### src/rtl/exe_div_iter.sv
// Iterative restoring divider for DIV/DIVU/REM/REMU, one op in flight.
// Latency: XLEN/BITS_PER_CYCLE + 2 cycles from accept to div_valid (2 on the fast path).
// Backpressure: ix_div_ready only in IDLE; div_valid is a one-cycle strobe, never stalled.
//
// Ports:
//   clk, rst (async active-low)    clock / reset
//   wb_do_branch                   flush: blocks accept, kills CALC/FIXUP work
//   ix_div_valid/ready/op/rs1/rs2/rd   issue handshake and operands from IX
//   div_valid/div_rd/div_result    result strobe to WB (rd/result hold until next FIXUP)
// Optional build macro: DIV_FAST_PATH_EN (zero divisor or |rs1| < |rs2| skips CALC).
module exe_div_iter #(
    parameter int XLEN           = 32,
    parameter int BITS_PER_CYCLE = 1,
    parameter int RD_W           = 5
) (
    input  logic            clk,
    input  logic            rst,
    input  logic            wb_do_branch,
    input  logic            ix_div_valid,
    output logic            ix_div_ready,
    input  logic [1:0]      ix_div_op,
    input  logic [XLEN-1:0] ix_div_rs1,
    input  logic [XLEN-1:0] ix_div_rs2,
    input  logic [RD_W-1:0] ix_div_rd,
    output logic            div_valid,
    output logic [RD_W-1:0] div_rd,
    output logic [XLEN-1:0] div_result
);

    localparam int STEPS = XLEN / BITS_PER_CYCLE;
    localparam int CNT_W = $clog2(STEPS + 1);

    typedef enum logic [1:0] {
        S_IDLE,
        S_CALC,
        S_FIXUP,
        S_DONE
    } state_t;

    state_t            state_q, state_d;
    logic [CNT_W-1:0]  cnt_q, cnt_d;
    logic [XLEN-1:0]   quo_q, quo_d;       // dividend shifting out, quotient shifting in
    logic [XLEN-1:0]   rem_q, rem_d;       // restored remainder, always < divisor
    logic [XLEN-1:0]   dvs_q, dvs_d;
    logic              rem_sel_q, rem_sel_d;
    logic [RD_W-1:0]   rd_q, rd_d;
    logic              neg_q_q, neg_q_d;
    logic              neg_r_q, neg_r_d;
    logic              div_valid_q, div_valid_d;
    logic [RD_W-1:0]   div_rd_q, div_rd_d;
    logic [XLEN-1:0]   div_result_q, div_result_d;

    logic              op_signed;
    logic              accept;
    logic [XLEN-1:0]   rs1_mag;
    logic [XLEN-1:0]   rs2_mag;
    logic [XLEN-1:0]   quo_fix;
    logic [XLEN-1:0]   rem_fix;

    // Working partial remainder is XLEN+1 bits (shifted remainder plus next dividend bit).
    logic [XLEN:0]     step_sh;
    logic [XLEN-1:0]   step_diff;
    logic [XLEN-1:0]   step_rem;
    logic [XLEN-1:0]   step_quo;

    assign op_signed    = ~ix_div_op[0];
    assign accept       = (state_q == S_IDLE) && ix_div_valid && !wb_do_branch;
    assign rs1_mag      = (op_signed && ix_div_rs1[XLEN-1]) ? -ix_div_rs1 : ix_div_rs1;
    assign rs2_mag      = (op_signed && ix_div_rs2[XLEN-1]) ? -ix_div_rs2 : ix_div_rs2;
    assign quo_fix      = neg_q_q ? -quo_q : quo_q;
    assign rem_fix      = neg_r_q ? -rem_q : rem_q;
    assign ix_div_ready = (state_q == S_IDLE);
    assign div_valid    = div_valid_q;
    assign div_rd       = div_rd_q;
    assign div_result   = div_result_q;

    // Restoring division steps. When the subtraction succeeds the true difference is
    // below the divisor, so the low XLEN bits of the modular difference are exact.
    // A zero divisor always "succeeds": quotient all ones, remainder = dividend.
    always_comb begin
        step_rem  = rem_q;
        step_quo  = quo_q;
        step_sh   = '0;
        step_diff = '0;
        for (int i = 0; i < BITS_PER_CYCLE; i++) begin
            step_sh   = {step_rem, step_quo[XLEN-1]};
            step_quo  = {step_quo[XLEN-2:0], 1'b0};
            step_diff = step_sh[XLEN-1:0] - dvs_q;
            if (step_sh >= {1'b0, dvs_q}) begin
                step_rem    = step_diff;
                step_quo[0] = 1'b1;
            end else begin
                step_rem = step_sh[XLEN-1:0];
            end
        end
    end

    always_comb begin
        state_d      = state_q;
        cnt_d        = cnt_q;
        quo_d        = quo_q;
        rem_d        = rem_q;
        dvs_d        = dvs_q;
        rem_sel_d    = rem_sel_q;
        rd_d         = rd_q;
        neg_q_d      = neg_q_q;
        neg_r_d      = neg_r_q;
        div_valid_d  = 1'b0;
        div_rd_d     = div_rd_q;
        div_result_d = div_result_q;
        case (state_q)
            S_IDLE: begin
                if (accept) begin
                    quo_d     = rs1_mag;
                    rem_d     = '0;
                    dvs_d     = rs2_mag;
                    rem_sel_d = ix_div_op[1];
                    rd_d      = ix_div_rd;
                    // Divide by zero keeps the all-ones quotient unsigned.
                    neg_q_d   = op_signed && (ix_div_rs1[XLEN-1] ^ ix_div_rs2[XLEN-1])
                                && (ix_div_rs2 != '0);
                    neg_r_d   = op_signed && ix_div_rs1[XLEN-1];
                    cnt_d     = CNT_W'(STEPS);
                    state_d   = S_CALC;
`ifdef DIV_FAST_PATH_EN
                    if ((rs2_mag == '0) || (rs1_mag < rs2_mag)) begin
                        quo_d   = (rs2_mag == '0) ? '1 : '0;
                        rem_d   = rs1_mag;
                        cnt_d   = '0;
                        state_d = S_FIXUP;
                    end
`endif
                end
            end
            S_CALC: begin
                if (wb_do_branch) begin
                    cnt_d   = '0;
                    state_d = S_IDLE;
                end else begin
                    quo_d = step_quo;
                    rem_d = step_rem;
                    cnt_d = cnt_q - CNT_W'(1);
                    if (cnt_q == CNT_W'(1)) begin
                        state_d = S_FIXUP;
                    end
                end
            end
            S_FIXUP: begin
                if (wb_do_branch) begin
                    state_d = S_IDLE;
                end else begin
                    div_valid_d  = 1'b1;
                    div_rd_d     = rd_q;
                    div_result_d = rem_sel_q ? rem_fix : quo_fix;
                    state_d      = S_DONE;
                end
            end
            S_DONE:  state_d = S_IDLE;
            default: state_d = S_IDLE;
        endcase
    end

    always_ff @(posedge clk or negedge rst) begin
        if (!rst) begin
            state_q      <= S_IDLE;
            cnt_q        <= '0;
            quo_q        <= '0;
            rem_q        <= '0;
            dvs_q        <= '0;
            rem_sel_q    <= 1'b0;
            rd_q         <= '0;
            neg_q_q      <= 1'b0;
            neg_r_q      <= 1'b0;
            div_valid_q  <= 1'b0;
            div_rd_q     <= '0;
            div_result_q <= '0;
        end else begin
            state_q      <= state_d;
            cnt_q        <= cnt_d;
            quo_q        <= quo_d;
            rem_q        <= rem_d;
            dvs_q        <= dvs_d;
            rem_sel_q    <= rem_sel_d;
            rd_q         <= rd_d;
            neg_q_q      <= neg_q_d;
            neg_r_q      <= neg_r_d;
            div_valid_q  <= div_valid_d;
            div_rd_q     <= div_rd_d;
            div_result_q <= div_result_d;
        end
    end

endmodule

### config.mk
export PLATFORM = sky130hd
export DESIGN_NAME = exe_div_iter
export DESIGN_NICKNAME = d
export VERILOG_FILES = /design/src/rtl/exe_div_iter.sv
export SDC_FILE = /design/constraint.sdc
export NUM_CORES = 1
export LEC_CHECK = 0
export CORE_UTILIZATION = 45
export CTS_CLUSTER_SIZE = 40
export DETAILED_ROUTE_END_ITERATION = 8
export GPL_ROUTABILITY_DRIVEN = 0
export PLACE_DENSITY = 0.73
export SLEW_MARGIN = 20
export SYNTH_ARGS = -nofsm -noshare
export SYNTH_HDL_FRONTEND = slang
export SYNTH_SLANG_ARGS = --single-unit
export TNS_END_PERCENT = 10
### constraint.sdc
create_clock -name clk -period 3.6 [get_ports clk]
set_input_delay 0.72 -clock clk [delete_from_list [all_inputs] [get_ports clk]]
set_output_delay 0.72 -clock clk [all_outputs]
set_load 0.05 [all_outputs]
==> results of run 1 <==
## cell type report
type / count / area [um^2] / share of cell area
inverters: 56 / 210 / 0.0161
clock inverters: 7 / 119 / 0.00910
repair buffers: 159 / 1530 / 0.117
clock buffers: 25 / 495 / 0.0379
well taps: 319 / 399 / 0.0305
flip-flops and latches: 150 / 3750 / 0.287
multi-input cells: 1117 / 6560 / 0.502
## power by group
| part | internal, uW | switching (uW) | leakage (uW) |
|---|---|---|---|
| Clock | 1170 | 724 | 0.000294 |
| Sequential | 2240 | 712 | 0.00189 |
| Combinational | 2520 | 3680 | 0.00355 |
| Total | 5930 | 5120 | 0.00574 |
## sequential cells by signal, indices dropped and copies added (netlist names), 2 cells and up
name	cells
quo_q	32
dvs_q	32
state_q	2
div_result	32
div_rd	5
cnt_q	6
rem_q	32
rd_q	5
## cell usage after synthesis (2+ instances only)
cell type,count
sky130_fd_sc_hd__nor3_1,25
sky130_fd_sc_hd__mux2i_1,12
sky130_fd_sc_hd__o41ai_1,10
sky130_fd_sc_hd__xnor2_1,89
sky130_fd_sc_hd__o21bai_1,2
sky130_fd_sc_hd__a31o_2,2
sky130_fd_sc_hd__and3_1,6
sky130_fd_sc_hd__and4b_1,2
sky130_fd_sc_hd__and2_1,5
sky130_fd_sc_hd__a22oi_1,2
sky130_fd_sc_hd__o21ai_0,203
sky130_fd_sc_hd__nand3_1,15
sky130_fd_sc_hd__ha_1,38
sky130_fd_sc_hd__or3_1,20
sky130_fd_sc_hd__nor3b_1,4
sky130_fd_sc_hd__a21oi_1,127
sky130_fd_sc_hd__nand3b_1,2
sky130_fd_sc_hd__dfrtp_1,150
sky130_fd_sc_hd__o211ai_1,6
sky130_fd_sc_hd__nor2b_1,6
sky130_fd_sc_hd__o2111ai_1,3
sky130_fd_sc_hd__nand2_1,240
sky130_fd_sc_hd__a31oi_1,9
sky130_fd_sc_hd__a311oi_1,2
sky130_fd_sc_hd__buf_1,2
sky130_fd_sc_hd__or2_2,5
sky130_fd_sc_hd__nand2b_1,14
sky130_fd_sc_hd__inv_1,56
sky130_fd_sc_hd__clkbuf_1,71
sky130_fd_sc_hd__a41oi_1,2
sky130_fd_sc_hd__a211oi_1,3
sky130_fd_sc_hd__a21o_1,28
sky130_fd_sc_hd__a221oi_1,2
sky130_fd_sc_hd__nor2_1,105
sky130_fd_sc_hd__xor2_1,57
sky130_fd_sc_hd__nor4_1,11
sky130_fd_sc_hd__nor4b_1,2
sky130_fd_sc_hd__or4_1,10
sky130_fd_sc_hd__or4_4,2
sky130_fd_sc_hd__o31ai_1,21
sky130_fd_sc_hd__o22ai_1,6
sky130_fd_sc_hd__nand4_1,7
## what timing repair did
item / CTS / global route
hold endpoints to repair: 0 / 0
setup endpoints to repair: 0 / 6
setup buffers: 0 / 0
resized for setup: 0 / 1
## final timing paths
check	startpoint	end	slack, ps
worst min-delay path	rst	rd_q[0]	310
min in group clk	rd_q[4]	div_rd[4]	470
worst min register to register	rd_q[4]	div_rd[4]	470
worst max register to register	quo_q[31]	rem_q[28]	190
worst max-delay path	quo_q[31]	rem_q[28]	190
max in group asynchronous	rst	dvs_q[21]	2460
## metal layers
metal  part of all wire  vias to the layer above  track usage
li1                   -                     5055            -
met1               0.46                     4825        0.337
met2               0.46                      334        0.403
met5                  0                        -            0
met3              0.058                       50       0.0357
met4              0.021                        0       0.0859
## cell families after synthesis
kind of cell / synth area share
simple gates: 0.201
buf+inv: 0.0461
fa+ha+maj: 0.0460
compound gates: 0.229
mux: 0.0111
flops: 0.348
xor+xnor: 0.119
## stage by stage
stage               power [uW]  hold WS, ps  instance area, um^2  setup WS [ps]
detailed placement        9060          449                12400           36.9
global route             11900          355                13100           43.6
global placement          8930          448                12400           66.9
floorplan                 7170          424                10800            437
finish                   11000          313                13100            193
CTS                      11000          331                13100            188
==> flow_summary.json, run 1 <==
{
  "outcome": "complete, no violations",
  "clock_latency_ps": 430,
  "hold_viol": 0,
  "portBuffers": 113,
  "layout.filler_cells": 2149,
  "grt_use_total": 0.248,
  "utilization": 0.557,
  "finalSetupViolCount": 0,
  "hold_buffers": 0,
  "worst_slew_pin_slew_ps": 1020,
  "worst_r2r_path_depth": 14,
  "path_class": "reg -> reg",
  "antenna_cells": 0,
  "layout_cell_share_with_drive_strength_beyond_1": 0.0621,
  "post_synth_top_area_share": 0.348,
  "ys_seq_elements": 150,
  "drcViolationCount": 0,
  "worst_ir_drop_vdd_v": 0.000576,
  "layout.cells.non_filler": 1833,
  "netlist_top_cells_area": "sky130_fd_sc_hd__dfrtp_1, sky130_fd_sc_hd__o21ai_0, sky130_fd_sc_hd__nand2_1",
  "post-synth-top-area-cell": "sky130_fd_sc_hd__dfrtp_1",
  "area_growth_syn_to_layout_pct": 21.2,
  "std_cell_rows": 56,
  "place.detailed.hpwl_um": 22000,
  "hold_path.class": "in -> async",
  "vias": 10264,
  "critPathCaptureType": "flip-flop",
  "core-area_um2": 23500,
  "syn-instance-count": 1398,
  "critical_path.top_delay_family": "compound AO/OA/AOI/OAI gates",
  "setup.worst_path.start_class": "flip-flop",
  "initial_utilization": 0.459,
  "height_of_the_die_um": 157,
  "synth.distinct_cells": 56,
  "antenna_found_initial": 0,
  "count_of_final_max_slew_check_failures": 0,
  "route.detailed.vias_per_inst": 5.60,
  "place_inst": 1801,
  "clock-skew-final_ps": 11.5,
  "delay_of_the_slowest_cell_on_the_worst_path_ps": 420,
  "cts_num_sinks": 150,
  "grt_max_degree": 76,
  "clk_pin_slew_ps": 60,
  "synthesis.area_per_instance_um2": 7.71,
  "final.min_clock_period_ps": 3410,
  "critical_path.n_buffers_inverters": 3,
  "maxCapViolations": 0,
  "ctsHtreeMaxLevel": 4,
  "clockBufferDepth": 2,
  "grt_overflow_total": 0,
  "cp.required_ps": 3910,
  "slew-limit-headroom": 0.318,
  "layout.cells.most_common_list": "sky130_fd_sc_hd__nand2_1, sky130_fd_sc_hd__o21ai_0, sky130_fd_sc_hd__dfrtp_1",
  "first_global_vias": 9800,
  "cp_num_cells": 14,
  "synth_seq_area_share": 0.348,
  "die-width_um": 157,
  "tns_ps": 0,
  "layout_commonest_cell": "sky130_fd_sc_hd__nand2_1",
  "die_area_um2": 24600,
  "tritoncts.num_buffers": 17,
  "wl_um": 29400,
  "syn_nets": 1512,
  "fmax_mhz": 293,
  "cp.arrival_ps": 3710,
  "crit_path_max_fanout": 3,
  "grt_first_pass_wirelength_um": 48600,
  "total_leakage_power_uw": 0.00574,
  "final_net_count": 1615,
  "cts.root.buffer_cell": "sky130_fd_sc_hd__clkbuf_16",
  "asyncSetResetFlopFracSynth": 1.00,
  "antenna_left": 0,
  "finalCritPeriodShare": 0.946,
  "wire_per_inst_um": 16.0,
  "power-per-cell-area_nw_per_um2": 845,
  "cts_tree": "yes",
  "critical-path-slowest-cell": "sky130_fd_sc_hd__dfrtp_1",
  "synth_edf_count": 0,
  "synth_area_um2": 10800,
  "first_iter_violations": 682,
  "num_io_pins": 114,
  "yosysWarnings": 0,
  "path_cells": "inv_1 > ha_1 > inv_1 > fa_1 > a21o_1 > a221oi_2 > a21oi_1 > a221oi_1 > buf_4 > o21ai_0 > and4b_1 > nor3_1 > xor2_1 > o21ai_0",
  "yosys_most_used_dff": "sky130_fd_sc_hd__dfrtp_1",
  "detail_route.first_pass.iterations": 7,
  "rsz0062_at_grt": "no"
}
Note: power is estimated with default switching activity, not from simulation.
==> inputs of run 2 (changes only) <==
CTS_CLUSTER_SIZE = 8   (was 40)
HOLD_SLACK_MARGIN = 0.08   (was not set)
==> results of run 2 <==
The final DEF is identical to that of run 1; final timing and power are the same.
==> edit, RTL diff (flow settings as in run 1) <==
The parameter `XLEN` goes from 32 to 16.
--- a/src/rtl/exe_div_iter.sv
+++ b/src/rtl/exe_div_iter.sv
@@ -10,5 +10,5 @@
 // Optional build macro: DIV_FAST_PATH_EN (zero divisor or |rs1| < |rs2| skips CALC).
 module exe_div_iter #(
-    parameter int XLEN           = 32,
+    parameter int XLEN           = 16,
     parameter int BITS_PER_CYCLE = 1,
     parameter int RD_W           = 5
Ports: changed (resized div_result, ix_div_rs1 and ix_div_rs2); port bits go from 114 to 66. The function was not compared with the original's and may differ.
==> edit against run 1 <==
- sequential power shrank 38%
- highest routed layer unchanged
- sequential cell count shrank 65
- clock skew shrank 0.0034 ns
- final area shrank 48%
- combinational power shrank 45%
- worst setup slack gained 0.71 ns
- core utilization is essentially flat
- power shrank 45%
- global-route usage shrank 2.0 points
- wire length shrank 52%
- synthesized area shrank 47%
==> edit: results (changes against run 1) <==
Global route
  – Largest net degree at the start of global routing: 86 (+13%)
  – Initial antenna violation count: 0 (unchanged)
  – Met2 Resource Use GR: 37.3% (-2.9 points)
  – Grt met3 use: 3.48% (-0.093 points)
  – Global route overflow: 0 (unchanged)
  – First-pass GRT wire length: 23.6 mm (-51%)
  – Total Routing Usage GR: 22.9% (-2.0 points)
  – Vias in the first global route: 4903 (-50%)
  – Met1 capacity usage during global routing: 30.6% (-3.1 points)

Finish
  – Antenna cell count: 0 (unchanged)
  – Fillers: 1176 (-45%)
  – Share of layout cells above drive strength 1: 5.34% (-0.87 points)
  – Net count of the finished layout: 810 (-50%)

Place
  – Input/output buffers: 65 (-42%)
  – Post-Place Worst Slack: 0.727 ns (+0.690 ns)
  – Final HPWL DP: 10.7 mm (-52%)

Synth
  – EDFF count, synth: 0 (unchanged)
  – Commonest cells post-synth: 114 x nand2_1, 85 x dfrtp_1, 73 x o21ai_0
  – Post-synthesis compound-gate area fraction: 22.0% (-0.88 points)
  – XOR/XNOR Fraction of Synth Area: 9.34% (-2.5 points)
  – Multiplexer share of the synthesized area: 2.45% (+1.3 points)
  – Largest cells by area after synthesis: dfrtp_1 37%, nand2_1 7.5%, o21ai_0 6.4%
  – Adder-Cell Fraction of Synth Area: 5.16% (+0.57 points)
  – Post-synthesis async set-or-reset flop share: 100% (unchanged)
  – Sequential share of the synthesized area: 37.2% (+2.4 points)
  – Distinct cells, synth: 61 (+8.9%)
  – Yosys warns: 0 (unchanged)
  – Synthesized net count: 756 (-50%)

Pwr
  – P_comb: 3.42 mW (-45%)
  – Leak: 2.94 nW (-49%)
  – VDD IR max: 0.341 mV (-41%)
  – Flop pwr share: 29.9% (+3.2 points)
  – Psw: 2.86 mW (-44%)

Clocking
  – Root Driver: clkbuf_16
  – Inserted Clock Buffers: 9 (-8)
  – PostCTS Resize Cnt: 0 (unchanged)
  – Clk Latency, worst-skew pair: 0.35 ns (-0.08 ns)
  – CTS HTree Levels: 3 (-1)
  – CTS clk-pin slew, worst paths: 0.06 ns (about the same)
  – CTS max path bufs: 2 (unchanged)

Routing
  – Initial drt markers: 373 (-45%)
  – Met3 Wirelength: 807 µm (-52%)
  – Vias/cell: 5.62 (+0.45%)
  – Met1 wire length: 6.45 mm (-52%)
  – Met2 routed wirelength: 6.42 mm (-53%)
  – Pre-antenna DRT Iters: 5 (-2)
  – WL final: 14.0 mm (-52%)
  – DR top layer: met4

Worst setup path
  – Reg2reg start: rem_q[3]
  – Reg2Reg Setup Slack: 0.90 ns (+0.71 ns)
  – Critical R2R Capture: quo_q[0]
  – Cell depth of the worst flop-to-flop path: 9 (-5)
  – WP data arrival: 2.90 ns (-0.81 ns)
  – Crit-path max FO: 17 (+14)

Timing
  – Relative slew slack: 45.6% (+14 points)
  – Setup TNS: 0 ns (unchanged)
  – Clock skew: 0.00813 ns (-0.00338 ns)

Status
  – Status: completed

Worst hold path
  – Hold WC Path Type: in2async
## edit: changes by cell type after synthesis, sizes merged, moves of 22 or more
cell / delta
nand2: -126
o21ai: -114
a21oi: -72
dfrtp: -65
nor2: -61
xnor2: -53
clkbuf: -47
xor2: -32
inv: -24
a21o: -22
## edit: worst max-delay path by stage
stage | from | to | slack [ns] | cells after the start
after floorplan | rem_q[3] | rem_q[1] | 1.17 | 9
after global placement | ix_div_rs1[0] | quo_q[14] | 0.78 | 8
after detailed placement | ix_div_rs1[0] | quo_q[14] | 0.73 | 8
after CTS | rem_q[3] | quo_q[0] | 0.91 | 9
after global routing | rem_q[3] | quo_q[0] | 0.71 | 9
final | rem_q[3] | quo_q[0] | 0.90 | 9
## edit: critical path, stage by stage, from the launching register on
cell and delay, ns:
dfrtp_1 0.49, ha_1 0.42, a21o_1 0.24, a31oi_2 0.20
a21bo_4 0.18, o211ai_4 0.09, o31ai_4 0.17, buf_4 0.28
nand2b_1 0.32, o221ai_1 0.17
## edit: final cells by class
class                      instances  area (µm²)  area share [%]
clock buffer                      11         233            3.43
inverter                          32         120            1.77
multi-input combinational        542        3350            49.3
sequential                        85        2130            31.3
tap                              168         210            3.09
clock inverter                     5        36.3           0.534
timing repair buffer              74         719            10.6
## edit: metrics by stage
step / instances / utilization [%] / hold slack [ns] / instance area, µm² / power, mW
6_report: 917 / 55.6 / 0.421 / 6790 / 6.10
5_1_grt: 917 / 55.6 / 0.490 / 6790 / 6.59
3_3_place_gp: 901 / 53.4 / 0.448 / 6520 / 5.11
4_1_cts: 917 / 55.6 / 0.472 / 6790 / 6.10
3_5_place_dp: 901 / 53.4 / 0.459 / 6520 / 5.22
2_1_floorplan: 690 / - / 0.424 / 5720 / 4.35
